===== src/rtl/fifo_word_packer_if.sv =====
// Word output bus of the FIFO word packer: valid/ready handshake carrying a packed word and its byte count.
// The master side is the packer; the slave side is the downstream consumer.
interface fifo_word_packer_if #(
    parameter int BYTES = 4
);
    logic                 out_valid;
    logic                 out_ready;
    logic [8*BYTES-1:0]   out_data;
    logic [3:0]           out_bytes;

    modport master (
        output out_valid,
        output out_data,
        output out_bytes,
        input  out_ready
    );

    modport slave (
        input  out_valid,
        input  out_data,
        input  out_bytes,
        output out_ready
    );
endinterface


===== src/rtl/fifo_word_packer.sv =====
// Drains a byte FIFO and packs bytes little-endian into BYTES-wide words with explicit flush of partial words.
// Optional idle-timeout auto-flush is enabled by defining FIFO_WORD_PACKER_TIMEOUT_EN.
module fifo_word_packer #(
    parameter int BYTES          = 4,
    parameter int TIMEOUT_CYCLES = 16
) (
    input  logic                clock,
    input  logic                rst,
    input  logic                fifo_empty,
    input  logic [7:0]          fifo_data,
    output logic                fifo_rd,
    input  logic                flush,
    fifo_word_packer_if.master  word
);
    localparam int              CNT_W = 4;
    localparam logic [CNT_W-1:0] FULL = CNT_W'(BYTES);

    if (BYTES < 2 || BYTES > 8) begin : g_bad_bytes
        $error("fifo_word_packer: BYTES must be in 2..8");
    end
    if (TIMEOUT_CYCLES < 1 || TIMEOUT_CYCLES > 255) begin : g_bad_timeout
        $error("fifo_word_packer: TIMEOUT_CYCLES must be in 1..255");
    end

    logic [8*BYTES-1:0] asm_q;
    logic [8*BYTES-1:0] asm_wr;
    logic [CNT_W-1:0]   asm_cnt;
    logic [CNT_W-1:0]   cnt_wr;
    logic               pend;
    logic               flush_pend;
    logic               flush_req;
    logic               out_free;
    logic               full_now;
    logic               flush_emit;
    logic               flush_done;

    // cnt_wr counts captured bytes plus the one in flight, so it doubles as the read-throttle term.
    always_comb begin
        cnt_wr     = asm_cnt + {{(CNT_W-1){1'b0}}, pend};
        out_free   = !word.out_valid || word.out_ready;
        full_now   = (cnt_wr == FULL);
        fifo_rd    = !rst && !fifo_empty && !flush_pend && (cnt_wr < FULL);
        flush_emit = flush_pend && !pend && (asm_cnt != '0) && (asm_cnt < FULL) && out_free;
        flush_done = flush_pend && !pend && ((asm_cnt == '0) || out_free);
    end

    always_comb begin
        asm_wr = asm_q;
        for (int i = 0; i < BYTES; i++) begin
            if (pend && (asm_cnt == CNT_W'(i))) begin
                asm_wr[8*i +: 8] = fifo_data;
            end
        end
    end

`ifdef FIFO_WORD_PACKER_TIMEOUT_EN
    logic [7:0] idle_cnt;
    logic       idle_inc;
    logic       timeout_hit;

    // The timeout fires on the edge the counter would reach TIMEOUT_CYCLES, acting like an external flush.
    always_comb begin
        idle_inc    = (asm_cnt != '0) && !pend && fifo_empty && !flush_pend && !flush;
        timeout_hit = idle_inc && ((idle_cnt + 8'd1) == 8'(TIMEOUT_CYCLES));
        flush_req   = flush || timeout_hit;
    end

    always_ff @(posedge clock) begin
        if (rst) begin
            idle_cnt <= '0;
        end else if (!idle_inc || timeout_hit) begin
            idle_cnt <= '0;
        end else begin
            idle_cnt <= idle_cnt + 8'd1;
        end
    end
`else
    always_comb begin
        flush_req = flush;
    end
`endif

    // Emitting a word always clears asm, so a later flushed partial word has its upper lanes zeroed.
    always_ff @(posedge clock) begin
        if (rst) begin
            word.out_valid <= 1'b0;
            word.out_data  <= '0;
            word.out_bytes <= '0;
            asm_q          <= '0;
            asm_cnt        <= '0;
            pend           <= 1'b0;
            flush_pend     <= 1'b0;
        end else begin
            pend <= fifo_rd;

            if (flush_pend) begin
                if (flush_done) begin
                    flush_pend <= 1'b0;
                end
            end else if (flush_req) begin
                flush_pend <= 1'b1;
            end

            if (full_now && out_free) begin
                word.out_data  <= asm_wr;
                word.out_bytes <= 4'(BYTES);
                word.out_valid <= 1'b1;
                asm_q          <= '0;
                asm_cnt        <= '0;
            end else if (flush_emit) begin
                word.out_data  <= asm_q;
                word.out_bytes <= asm_cnt;
                word.out_valid <= 1'b1;
                asm_q          <= '0;
                asm_cnt        <= '0;
            end else begin
                if (word.out_ready) begin
                    word.out_valid <= 1'b0;
                end
                asm_q   <= asm_wr;
                asm_cnt <= cnt_wr;
            end
        end
    end
endmodule


===== src/flat_wrapper.sv =====
// flat-port wrapper written by rule: the top's interface ports become plain ports
module fifo_word_packer_flat 
#(
    parameter int BYTES          = 4,
    parameter int TIMEOUT_CYCLES = 16
)
  (clock, rst, fifo_empty, fifo_data, fifo_rd, flush, word_out_valid, word_out_data, word_out_bytes, word_out_ready);
  fifo_word_packer_if #(.BYTES(BYTES)) word_i ();
  input  logic clock;
  input  logic rst;
  input  logic fifo_empty;
  input  logic [7:0] fifo_data;
  output logic fifo_rd;
  input  logic flush;
  output wire logic [$bits(word_i.out_valid)-1:0] word_out_valid;
  output wire logic [$bits(word_i.out_data)-1:0] word_out_data;
  output wire logic [$bits(word_i.out_bytes)-1:0] word_out_bytes;
  input wire logic [$bits(word_i.out_ready)-1:0] word_out_ready;
  assign word_out_valid = word_i.out_valid;
  assign word_out_data = word_i.out_data;
  assign word_out_bytes = word_i.out_bytes;
  assign word_i.out_ready = word_out_ready;
  fifo_word_packer #(.BYTES(BYTES), .TIMEOUT_CYCLES(TIMEOUT_CYCLES)) u_core (.clock(clock), .rst(rst), .fifo_empty(fifo_empty), .fifo_data(fifo_data), .fifo_rd(fifo_rd), .flush(flush), .word(word_i));
endmodule

===== config.mk =====
export PLATFORM = sky130hd
export DESIGN_NAME = fifo_word_packer_flat
export DESIGN_NICKNAME = d
export VERILOG_FILES = /design/src/rtl/fifo_word_packer_if.sv /design/src/rtl/fifo_word_packer.sv /design/src/flat_wrapper.sv
export SDC_FILE = /design/constraint.sdc
export NUM_CORES = 1
export LEC_CHECK = 0
export BUFFER_PORTS_ARGS = -buffer_cell sky130_fd_sc_hd__buf_4
export CAP_MARGIN = 20
export CORE_UTILIZATION = 56
export CTS_CLUSTER_SIZE = 14
export DETAILED_ROUTE_END_ITERATION = 10
export PLACE_DENSITY = 0.86
export SLEW_MARGIN = 30
export SYNTH_ARGS = -nofsm -noshare
export SYNTH_HDL_FRONTEND = slang
export SYNTH_SLANG_ARGS = --single-unit

===== constraint.sdc =====
create_clock -name clock -period 2.8 [get_ports clock]
set_input_delay 0.28 -clock clock [delete_from_list [all_inputs] [get_ports clock]]
set_output_delay 0.28 -clock clock [all_outputs]
set_load 0.05 [all_outputs]

==> metrics.md <==
| Metric | Value |
|---|---|
| Status | finished clean |
| Clk pin slew, worst setup/hold paths | 0.08 ns |
| First-pass GRT wire length | 13600 um |
| TritonRoute pass-1 iters | 4 |
| Vias | 2913 |
| Clock Tree Buf Depth | 2 |
| Critical Path AT | 2.70 ns |
| Most frequent cell after synthesis | dfxtp_1 |
| Post-route setup slack | 0.318 ns |
| Ys async rst share | 0 |
| Fin crit period | 2.48 ns |
| Worst Setup Path Type | flip-flop to flip-flop |
| YS warnings | 0 |
| Syn_nets | 349 |
| Reg2Reg Depth | 5 |
| CP endpoint kind | flip-flop |
| Routed Antenna Nets | 0 |
| Leak pwr | 1.71 nW |
| Drc violations | 0 |
| Final instance area | 0.00396 mm2 |
| Hold Crit Start | fifo_data[7] |
| Yosys reg bits | 75 |
| Die area | 0.00613 mm2 |
| Tightest Hold Check Type | input pin to flip-flop |
| Post-DR vias/cell | 6.33 |
| Root buffer cell | clkbuf_8 |
| Antenna cells | 0 |
| Fill cells | 441 |
| Sink Count | 75 |
| Top post-synthesis cells by area | dfxtp_1 (46%), mux2i_1 (10%), a211oi_1 (7.6%), a2111oi_0 (6.4%), and3_1 (5.0%) |
| Hold_ws | 0.245 ns |
| Period Utilization, post-route | 0.886 |
| Post-DP HPWL | 5030 um |
| Reg2reg start | u_core.asm_cnt[3] |
| Pwr dens | 585 mW/mm2 |
| Cts hold-fix bufs | 0 |
| # H-tree levels | 3 |
| Unrepaired setup endpoints after global routing | false |
| Main flop type after synthesis | dfxtp_1 |
| Synth unique cells | 31 |
| Slew margin rel. | 0.534 |
| WHS Endpoint | u_core.asm_q[15] |
| Startpoint types | flip-flop |
| Sequential-to-total area share from yosys stat | 0.460 |
| Initial core utilization | 0.585 |
| Post-synth top area share | 0.460 |
| DRT iter0 DRCs | 167 |
| Die X | 78.3 um |
| CP Max Fanout | 14 |
| Hold Vio Cnt, Final | 0 |
| Top cell type by total area after synthesis | dfxtp_1 |
| CTS resizes | 0 |
| TritonCTS clock tree | done |
| Setup TNS | 0 ns |
| Worst VDD drop | 0.425 mV |
| Worst R2R Setup Slack | 0.32 ns |
| TritonCTS Buffers | 9 |
| Buffers on Ports | 50 |
| Gpl congestion | 0.823 |
| Final setup viols | 0 |
| Leading cell types by count after synthesis | dfxtp_1 (75), nor2_1 (39), a211oi_1 (33), mux2i_1 (33), and3_1 (26) |
| Max Transition Viols Final | 0 |
| Fin nets | 398 |
| Core ar. | 0.00557 mm2 |
| Layout cells sized above 1 | 0.224 |
| Gr ovfl total | 0 |
| Drt wl/cell | 18.1 um |
| Post-layout power | 2.32 mW |
| Largest net degree at the start of global routing | 40 |
| Vias in the first global route | 2788 |
| RR Endpoint | u_core.word.out_data[13] |
| Post-Syn Area | 0.00326 mm2 |
| Number of I/O pins | 51 |
| Synth Instances | 334 |
| Clk_skew | 0.00821 ns |
| Worst Max-Slew Pin Slew | 0.697 ns |
| Setup bufs post-CTS | 0 |
| Core Rows | 27 |
| Max Freq | 403 MHz |
| Post-synth EDFFs | 0 |
| Worst skew pair latency | 0.36 ns |
| Area Growth Syn to Fin | 21.5% |
| Max Cap Viol | 0 |
| Cell area after placement | 0.00370 mm2 |
| Pre-CTS WS | 0.429 ns |
| Worst hold path depth | 3 |
| Detailed Route WL | 8320 um |
| Global-route usage over all layers | 0.291 |
| Initial antenna violation count | 0 |
| Die Ht | 78.3 um |
| CP required | 3.02 ns |
| Avg Synthesized Cell Area | 9.76 um2 |
## stage by stage
step	utilization	std cells
2_1_floorplan	-	334
3_3_place_gp	0.664	444
3_5_place_dp	0.664	444
4_1_cts	0.711	460
5_1_grt	0.711	460
6_report	0.711	460
## where the power goes
group,switching [mW],internal [mW],total [mW]
Sequential,0.0128,1.08,1.10
Clock,0.390,0.663,1.05
Combinational,0.110,0.0608,0.171
Total,0.513,1.81,2.32
## routing by layer
layer | vias up | track usage | routed length, um | share of wire
li1 | 1370 | - | - | -
met1 | 1406 | 0.356 | 3560 | 0.43
met2 | 124 | 0.476 | 3980 | 0.48
met3 | 13 | 0.102 | 646 | 0.078
met4 | 0 | 0.0981 | 135 | 0.016
met5 | - | 0 | 0 | 0
## state kept, by name, indices dropped and copies added, names as in the netlist
| signal | count |
|---|---|
| u_core.asm_q | 32 |
| u_core.word.out_data | 32 |
| u_core.asm_cnt | 4 |
| u_core.word.out_bytes | 4 |
| u_core.flush_pend | 1 |
| u_core.pend | 1 |
| u_core.word.out_valid | 1 |
## logic make-up (layout without fill, tap and decap cells)
kind of cell,after synthesis,in the layout,synth area share
flops,75,75,0.460
mux,33,33,0.101
xor+xnor,3,3,0.00806
simple gates,94,94,0.157
fa+ha+maj,2,2,0.00767
compound gates,94,94,0.211
buf+inv,33,87,0.0553
## layout by cell type (no fill, tap or decap)
cell type / count
nand2_1: 5
a21oi_1: 25
nor3b_1: 1
nand2b_1: 2
ha_1: 2
nor2_1: 39
clkbuf_8: 12
bufinv_16: 3
buf_12: 1
clkinv_2: 1
a32oi_1: 1
a31oi_1: 1
nor2b_1: 3
xor2_1: 1
a211oi_1: 33
xnor2_1: 2
and4bb_2: 1
or3_2: 1
mux2i_1: 33
nor4_2: 1
or4_1: 1
dfxtp_1: 75
nor3_1: 4
o22ai_1: 1
a2111oi_0: 24
a221oi_1: 8
inv_1: 4
and3_1: 26
o211ai_2: 1
nand3_1: 1
buf_4: 66
nor4b_1: 8
or4b_1: 1
## worst max path at each step
stage | start | end | slack [ns] | depth (start not counted)
after floorplan | u_core.pend | u_core.word.out_data[10] | 0.52 | 8
after CTS | u_core.asm_cnt[0] | fifo_rd | 0.30 | 5
final | u_core.asm_cnt[3] | u_core.word.out_data[13] | 0.32 | 5
after detailed placement | u_core.asm_cnt[3] | u_core.word.out_data[13] | 0.43 | 5
after global placement | u_core.asm_cnt[0] | u_core.word.out_data[26] | 0.47 | 7
after global routing | u_core.asm_cnt[0] | fifo_rd | 0.20 | 5
## worst max-delay path: stages (launching register included)
cell,delay (ns)
dfxtp_1,0.37
or4b_1,0.55
or3_2,0.67
buf_4,0.28
a221oi_1,0.36
a211oi_1,0.11
## area by class of cell
type | instances | area (um2) | share of cell area
clock buffers | 12 | 165 | 0.0417
well taps | 72 | 90.1 | 0.0227
repair buffers | 67 | 515 | 0.130
multi-input cells | 226 | 1580 | 0.399
inverters | 4 | 15.0 | 0.00379
flip-flops and latches | 75 | 1500 | 0.379
clock inverters | 4 | 95.1 | 0.0240
No activity file was read; power rests on OpenSTA's default activity.
